`config.mk`:
```
export PLATFORM = sky130hd
export DESIGN_NAME = jtsdram_pass_ctrl
export DESIGN_NICKNAME = d
export VERILOG_FILES = /design/src/rtl/jtsdram_pass_ctrl.sv
export SDC_FILE = /design/constraint.sdc
export NUM_CORES = 1
export LEC_CHECK = 0
export BUFFER_PORTS_ARGS = -buffer_cell sky130_fd_sc_hd__buf_4
export CORE_MARGIN = 3
export CORE_UTILIZATION = 57
export CTS_CLUSTER_DIAMETER = 60
export DETAILED_ROUTE_END_ITERATION = 7
export PLACE_DENSITY = 0.8
export SYNTH_ARGS = -nofsm -noshare
export SYNTH_HDL_FRONTEND = slang
export SYNTH_SLANG_ARGS = --single-unit
```
`constraint.sdc`:
```
create_clock -name clk -period 4.15 [get_ports clk]
set_input_delay 0.83 -clock clk [delete_from_list [all_inputs] [get_ports clk]]
set_output_delay 0.83 -clock clk [all_outputs]
set_load 0.03 [all_outputs]
```
`src/rtl/jtsdram_pass_ctrl.sv`:
```
// Multi-pass program/verify scheduler for the JTSDRAM checker: sequences passes,
// rotates per-bank shuffle keys and the data LFSR, counts results, guards phases with a watchdog.
module jtsdram_pass_ctrl #(
  parameter int PASSES = 0,
  parameter int TOUT_W = 24
) (
  input  logic        clk,
  input  logic        rst,
  input  logic        enable,
  output logic        prog_start,
  input  logic        prog_done,
  output logic        rd_start,
  input  logic [3:0]  ba_done,
  input  logic        bad,
  output logic [4:0]  ba0_key,
  output logic [4:0]  ba1_key,
  output logic [4:0]  ba2_key,
  output logic [4:0]  ba3_key,
  output logic [15:0] data_ref,
  output logic        busy,
  output logic [15:0] pass_cnt,
  output logic [15:0] fail_cnt,
  output logic        timeout,
  output logic [2:0]  dbg_state
);

  typedef enum logic [2:0] {
    IDLE, PROG_GO, PROG_WAIT, RD_GO, RD_WAIT, NEXT, HALT
  } state_t;

  state_t            state_q, state_d;
  logic [TOUT_W-1:0] wd_q, wd_d, wd_inc;
  logic              wd_full;
  logic              first_q, first_d;
  logic [3:0]        mask_q, mask_d;
  logic              bad_q, bad_d;
  logic [15:0]       pass_cnt_q, pass_cnt_d, pass_inc;
  logic [15:0]       fail_cnt_q, fail_cnt_d, fail_inc;
  logic              timeout_q, timeout_d;
  logic [15:0]       data_ref_q, data_ref_d;
  logic [3:0][4:0]   key_q, key_d;
  logic              rd_all;

  // Handshake: prog_start/rd_start are one-cycle pulses; prog_done/ba_done are levels
  // that are ignored on the first wait cycle so a level left over from the last pass is not taken.
  assign wd_inc   = wd_q + 1'b1;
  assign wd_full  = &wd_inc;
  assign rd_all   = ((mask_q | ba_done) == 4'hF);
  assign pass_inc = (pass_cnt_q == 16'hFFFF) ? pass_cnt_q : pass_cnt_q + 16'd1;
  assign fail_inc = (fail_cnt_q == 16'hFFFF) ? fail_cnt_q : fail_cnt_q + 16'd1;

  always_comb begin
    state_d    = state_q;
    wd_d       = wd_q;
    first_d    = 1'b0;
    mask_d     = mask_q;
    bad_d      = bad_q;
    pass_cnt_d = pass_cnt_q;
    fail_cnt_d = fail_cnt_q;
    timeout_d  = timeout_q;
    data_ref_d = data_ref_q;
    key_d      = key_q;
    case (state_q)
      IDLE: begin
        if (enable) begin
          state_d    = PROG_GO;
          pass_cnt_d = 16'd0;
          fail_cnt_d = 16'd0;
          timeout_d  = 1'b0;
          bad_d      = 1'b0;
        end
      end
      PROG_GO: begin
        state_d = PROG_WAIT;
        wd_d    = '0;
        first_d = 1'b1;
      end
      PROG_WAIT: begin
        wd_d = wd_inc;
        if (!first_q && prog_done) begin
          state_d = RD_GO;
        end else if (wd_full) begin
          state_d    = HALT;
          timeout_d  = 1'b1;
          fail_cnt_d = fail_inc;
        end
      end
      RD_GO: begin
        state_d = RD_WAIT;
        wd_d    = '0;
        first_d = 1'b1;
        mask_d  = 4'h0;
        bad_d   = 1'b0;
      end
      RD_WAIT: begin
        wd_d = wd_inc;
        if (bad) bad_d = 1'b1;
        if (!first_q) mask_d = mask_q | ba_done;
        // Completion is checked before the watchdog so a finishing pass never times out.
        if (!first_q && rd_all) begin
          state_d = NEXT;
        end else if (wd_full) begin
          state_d    = HALT;
          timeout_d  = 1'b1;
          fail_cnt_d = fail_inc;
        end
      end
      NEXT: begin
        pass_cnt_d = pass_inc;
        if (bad_q) fail_cnt_d = fail_inc;
        for (int n = 0; n < 4; n++) key_d[n] = key_q[n] + 5'(2 * n + 1);
        data_ref_d = {1'b0, data_ref_q[15:1]} ^ (data_ref_q[0] ? 16'hB400 : 16'h0000);
        if (PASSES != 0 && pass_inc == 16'(PASSES)) state_d = HALT;
        else if (!enable) state_d = IDLE;
        else state_d = PROG_GO;
      end
      HALT: begin
        if (!enable) state_d = IDLE;
      end
      default: state_d = IDLE;
    endcase
  end

  always_ff @(posedge clk or posedge rst) begin
    if (rst) begin
      state_q    <= IDLE;
      wd_q       <= '0;
      first_q    <= 1'b0;
      mask_q     <= 4'h0;
      bad_q      <= 1'b0;
      pass_cnt_q <= 16'd0;
      fail_cnt_q <= 16'd0;
      timeout_q  <= 1'b0;
      data_ref_q <= 16'h0001;
      key_q      <= {5'd3, 5'd2, 5'd1, 5'd0};
    end else begin
      state_q    <= state_d;
      wd_q       <= wd_d;
      first_q    <= first_d;
      mask_q     <= mask_d;
      bad_q      <= bad_d;
      pass_cnt_q <= pass_cnt_d;
      fail_cnt_q <= fail_cnt_d;
      timeout_q  <= timeout_d;
      data_ref_q <= data_ref_d;
      key_q      <= key_d;
    end
  end

  assign prog_start = (state_q == PROG_GO);
  assign rd_start   = (state_q == RD_GO);
  assign busy       = (state_q != IDLE) && (state_q != HALT);
  assign pass_cnt   = pass_cnt_q;
  assign fail_cnt   = fail_cnt_q;
  assign timeout    = timeout_q;
  assign data_ref   = data_ref_q;
  assign ba0_key    = key_q[0];
  assign ba1_key    = key_q[1];
  assign ba2_key    = key_q[2];
  assign ba3_key    = key_q[3];
  assign dbg_state  = state_q;

endmodule
```
[Word level (Yosys, flattened, before mapping)]
Index checks and enable logic that the tools add are counted.
Word-level totals
  register bits after elaboration: 102
  input bits: 9
  output and inout port bits: 75
  logic and storage cells: 89
Operators by class
  add/subtract/negate cells: 7
  equal/unequal tests: 18
  muxes and demuxes: 28
  bitwise gates (word level): 2
  reduce and logical (&&, ||, !) cells: 21
Operators by type and width (count)
  2-to-1 mux 16 bit: 8
  one-hot mux 16 bit (4 select lines): 1
  one-hot mux 24 bit (2 select lines): 1
  adder 16 x 1 -> 16 bit, second input constant: 2
  == test 16 bit, second input constant: 2
  one-hot mux 16 bit (2 select lines): 1
  adder 24 x 1 -> 24 bit, second input constant: 1
  AND reduction 24 bit: 1
  one-hot mux 3 bit (7 select lines): 1
  inequality test 2 bit, second input constant: 8
  bitwise XOR 15 x 16 -> 16 bit: 1
  2-to-1 mux 3 bit: 5
  adder 5 x 3 -> 5 bit, second input constant: 2
  == test 3 bit, second input constant: 3
  nonzero test 3 bit: 3
  one-hot mux 4 bit (2 select lines): 1
  2-to-1 mux 1 bit: 7
  == test 3 x 2 -> 1 bit, second input constant: 2
  one-hot mux 1 bit (3 select lines): 2
  AND reduction 3 bit: 2
  nonzero test 2 bit: 3
  adder 5 x 1 -> 5 bit, second input constant: 1
  adder 5 x 2 -> 5 bit, second input constant: 1
  AND reduction 5 bit: 1
  12 further kinds: 16

[Longest topological paths before layout]
  depth after elaboration: 5
  gate-level depth with buffers: 10
  gate-level depth less buffers: 9

[Worst setup path before layout]
No wires, ideal clock.
  path type: flip-flop to flip-flop
  from: reg wd_q[0]
  to: reg fail_cnt_q[4] (netlist: fail_cnt[4])
  setup time: 0.069 ns
  data arrival time: 2.590 ns
  data required time: 4.081 ns
  slack: 1.490 ns
  stages on the path, launching flop included: 10
  path buffers: 1
  clock period less this slack: 2.660 ns
  cell sequence: dfrtp_1 -> ha_1 -> nand4_2 -> or3_4 -> nor3_2 -> xnor2_1 -> or4b_1 -> buf_2 -> a2111o_1 -> nand3_1
On the way
  longest elaborated chain between the ends: 5
  elaborated cells on any way between the ends: 6
  those cells by class: add/sub: 1; mux: 4; reduce/logical: 1
RTL lines
  start, declared: line 32  | logic [TOUT_W-1:0] wd_q, wd_d, wd_inc;
  start signal, assigned: line 138  | wd_q <= wd_d;
  adder 24 x 1 -> 24 bit *: line 46  | assign wd_inc = wd_q + 1'b1;
  AND reduction 24 bit *: line 47  | assign wd_full = &wd_inc;
  2-to-1 mux 16 bit *
  2-to-1 mux 16 bit (on tied branches)
  one-hot mux 16 bit (4 select lines) *
  end signal, assigned: line 143  | fail_cnt_q <= fail_cnt_d;
  end, declared: line 38  | logic [15:0] fail_cnt_q, fail_cnt_d, fail_inc;
Mark *: on every way between the ends. The rest lies on a longest branch, timed or not. The select of a mux whose other input is x is not followed.
A chain may end at the register's enable or synchronous reset.

[Worst setup path after layout]
  from: reg wd_q[0]
  to: reg fail_cnt_q[11] (netlist: fail_cnt[11])
The elaborated chain is that of the path after synthesis.

==> summary by stage <==
Outcome
The run finished with clean final reports.

Synthesis
The number of register bits inferred by synthesis is 102. The share of the Yosys chip area taken by registers is 0.475. By area the synthesized netlist is led by sky130_fd_sc_hd__dfrtp_1 (45%), sky130_fd_sc_hd__nand2_1 (6.3%), sky130_fd_sc_hd__xnor2_1 (5.2%), sky130_fd_sc_hd__o21ai_0 (4.4%), sky130_fd_sc_hd__nor2_1 (4.3%). In this run, distinct cell masters in the synthesized netlist total 52.

Counting every net in the synthesized netlist gives 625. A synthesized cell averages 8.86 µm². The fraction of synthesis flops using an asynchronous set or reset pin is 1.00. Of the post-synthesis cell area, the dominant cell type holds 0.451. The synthesized design contains 0 enable-type register cells. The predominant post-synthesis flop cell is sky130_fd_sc_hd__dfrtp_1. The cell count after synthesis came out at 608. The total standard cell area after synthesis is 0.00539 mm².

Yosys printed 0 warnings. The largest area contributor in the netlist is sky130_fd_sc_hd__dfrtp_1.

Route
The number of DRC markers after the initial detailed-route iteration is 357. The detailed-route DRC error count is 0. The routed layout has 4774 vias.

Once detail routing completed, the nets flagged for antenna violations numbered 0. The total wire length after detailed routing is 12.4 mm. The average wire per cell in the routed design is 15.7 µm.

The count of TritonRoute iterations in the first routing pass is 7. The detail-routed via count per cell is 6.04.

Hold path
The tightest min-delay check is of the flip-flop to flip-flop type.

Placed design
Detailed placement finished with a half-perimeter wire length of 8.74 mm. The weighted congestion at the end of routability-driven global placement is 0.955. Once placement finished, the instance area stood at 0.00608 mm².

During placement, the flow inserted port buffers numbering 83.

Clocking
The count of clock tree sinks is 102. The level count of the clock H-tree is 3. The insertion delay to the later sink of the worst-skew pair is 370 ps.

The TritonCTS clock tree is done. The buffer cell driving the clock tree root is sky130_fd_sc_hd__clkbuf_8. The clock-pin slew of the registers on the worst-case setup and hold paths is 110 ps. In this run, CTS created clock tree buffers numbering 9. The post-CTS repair timing setup buffer count is 0. The maximum buffer depth of the clock tree is 2. Hold repair after CTS inserted 0 buffers.

The post-CTS resize count is 0.

Floorplanning
For this configuration, the core starts out at a cell density of 0.603. In this run the count of I/O pins placed on the die edge is 84. The core footprint is 0.00893 mm².

The number of core rows is 34. The die boundary height is 103 µm. The die covers 0.0107 mm².

The floorplan die width is 103 µm.

Finish
The library cell used most frequently in the layout, excluding fill and tap cells, is sky130_fd_sc_hd__dfrtp_1. Relative to the synthesized area, the layout overhead comes to 16.6%. The final core utilization is 0.703. 0 antenna diodes ended up in the layout. The area of all placed cells without fillers is 0.00628 mm².

The proportion of layout cells with a drive suffix above 1 is 0.177. The area occupied by registers is 0.00256 mm². The number of nets in the finished design is 695.

Summing all multi-input logic gate instances after layout gives 0.00266 mm². The library cells used most frequently in the layout, excluding fill and tap cells, are sky130_fd_sc_hd__dfrtp_1 (97), sky130_fd_sc_hd__nand2_1 (90), sky130_fd_sc_hd__buf_4 (90), sky130_fd_sc_hd__nor2_1 (62), sky130_fd_sc_hd__o21ai_0 (47). The filler cells instantiated in the layout total 711.

Global routing
The number of antenna violations at the first check in global routing came to 0. After global routing the overflow that remains totals 0. The number of global-route vias before repair is 4254.

Across every metal layer, demand over resource in global routing totals 0.239. The pin count of the biggest net entering global routing is 61. The global-route wire length before repair is 20.5 mm.

STA
The final max-slew violation count was 0. Setup total negative slack on the finished layout was measured at 0 ps. The final hold slack is 480 ps. The relative slew slack is 0.170. The final hold violation count is 0. The period utilization is 0.800.

Setup repair after global routing left no endpoint under its margin. Setup violations remaining at the end of the flow were counted as 0. Counting I/O delays and the setup requirement, the final critical path takes 3320 ps. For the pin with the worst max-slew slack, the measured transition is 1230 ps. The final setup skew is 16.4 ps. The highest attainable clock frequency is 301 MHz.

Worst setup path
The top fanout value on the critical path is 12. For the worst setup path, the data arrival time is 3570 ps. Data on the critical path is required at its endpoint by 4400 ps. The critical path in this run is classified as flip-flop to flip-flop.

The launching element type of the critical path is a flip-flop. STA classifies the critical path endpoint as a flip-flop. The register-to-register path setup slack is 830 ps.

Power and ir drop
The total power divided by cell area is 572 mW/mm². The worst supply voltage drop on vdd is 0.318 mV. Summed over all cells, the static leakage comes to 2.85 nW. After layout, the design draws a total of 3.60 mW.

Job
The number of max-cap violations is 0.
==> flip-flops by register name, indices dropped and copies added (netlist names), 3 cells and up <==
signal,cells
ba0_key,5
ba1_key,5
ba2_key,5
ba3_key,5
data_ref,16
dbg_state,3
fail_cnt,16
mask_q,4
pass_cnt,16
wd_q,24
==> synth_stat cells, types with 2 or more instances <==
library cell	instances
sky130_fd_sc_hd__dfrtp_1	97
sky130_fd_sc_hd__nand2_1	90
sky130_fd_sc_hd__nor2_1	62
sky130_fd_sc_hd__o21ai_0	47
sky130_fd_sc_hd__nand3_1	40
sky130_fd_sc_hd__xnor2_1	32
sky130_fd_sc_hd__o31ai_1	25
sky130_fd_sc_hd__clkbuf_1	23
sky130_fd_sc_hd__a21oi_1	16
sky130_fd_sc_hd__inv_1	12
sky130_fd_sc_hd__nand4_1	12
sky130_fd_sc_hd__nor3_1	12
sky130_fd_sc_hd__o21ai_1	11
sky130_fd_sc_hd__and3_1	10
sky130_fd_sc_hd__nand2b_1	9
sky130_fd_sc_hd__ha_1	8
sky130_fd_sc_hd__or3_1	8
sky130_fd_sc_hd__a31oi_1	7
sky130_fd_sc_hd__and4_1	7
sky130_fd_sc_hd__nor4_1	7
sky130_fd_sc_hd__a21o_1	6
sky130_fd_sc_hd__and2_1	6
sky130_fd_sc_hd__buf_2	6
sky130_fd_sc_hd__xor2_1	6
sky130_fd_sc_hd__dfstp_2	5
sky130_fd_sc_hd__a22o_1	4
sky130_fd_sc_hd__o22ai_1	4
sky130_fd_sc_hd__nor2b_1	3
sky130_fd_sc_hd__o41ai_1	3
sky130_fd_sc_hd__buf_1	2
sky130_fd_sc_hd__nor3_2	2
sky130_fd_sc_hd__nor3b_1	2
sky130_fd_sc_hd__o211ai_1	2
sky130_fd_sc_hd__o21a_1	2
sky130_fd_sc_hd__o31a_1	2
sky130_fd_sc_hd__or2_2	2
==> stage by stage <==
| step | worst slack [ps] | instances |
|---|---|---|
| detailed placement | 927 | 775 |
| CTS | 906 | 791 |
| finish | 829 | 791 |
| global route | 632 | 791 |
| floorplan | 653 | 608 |
| global placement | 1100 | 775 |
==> power breakdown <==
group          internal, mW  leakage, nW  switching (mW)
clock                 0.291        0.104           0.368
sequential             1.17         1.36           0.229
combinational         0.532         1.38            1.01
==> cells by family after synthesis <==
group                    count (synthesis)  synth area share
flip-flops                             102             0.475
AND/OR/NAND/NOR                        279             0.252
buffers and inverters                   43            0.0314
XOR/XNOR                                38            0.0618
adder cells (fa/ha/maj)                  8            0.0186
AO/OA/AOI/OAI                          138             0.161
==> routing by layer <==
metal  GRT usage  vias to the layer above  routed length (µm)
met4      0.0717                        0                 159
met1       0.350                     2308                5690
met2       0.376                      159                5830
met5           0                        -                   0
li1            -                     2288                   -
met3      0.0288                       19                 748
==> path summary, 6_finish.rpt <==
kind | start | endpoint | cells after the start
max in group asynchronous | rst | wd_q[18] | 3
min in group asynchronous | rst | ba2_key[2] | 2
worst max-delay path | wd_q[0] | fail_cnt[11] | 8
worst min register to register | ba0_key[4] | ba0_key[4] | 1
worst min-delay path | ba0_key[4] | ba0_key[4] | 1
worst max register to register | wd_q[0] | fail_cnt[11] | 8
==> critical path: stages (launching register included) <==
cell                        delay (ps)
sky130_fd_sc_hd__dfrtp_1           430
sky130_fd_sc_hd__ha_1              290
sky130_fd_sc_hd__and4_1            310
sky130_fd_sc_hd__nand3_1           130
sky130_fd_sc_hd__nor4_1            410
sky130_fd_sc_hd__o2111ai_1         190
sky130_fd_sc_hd__o41ai_1           440
sky130_fd_sc_hd__nand3_1           520
sky130_fd_sc_hd__o41ai_1           490
==> layout make-up <==
class,instances,share of cell area
flip-flops and latches,102,0.407
multi-input cells,463,0.423
clock buffers,10,0.0203
repair buffers,90,0.108
inverters,12,0.00757
clock inverters,6,0.0125
well taps,108,0.0215
Power figures use the tool's default switching activity.
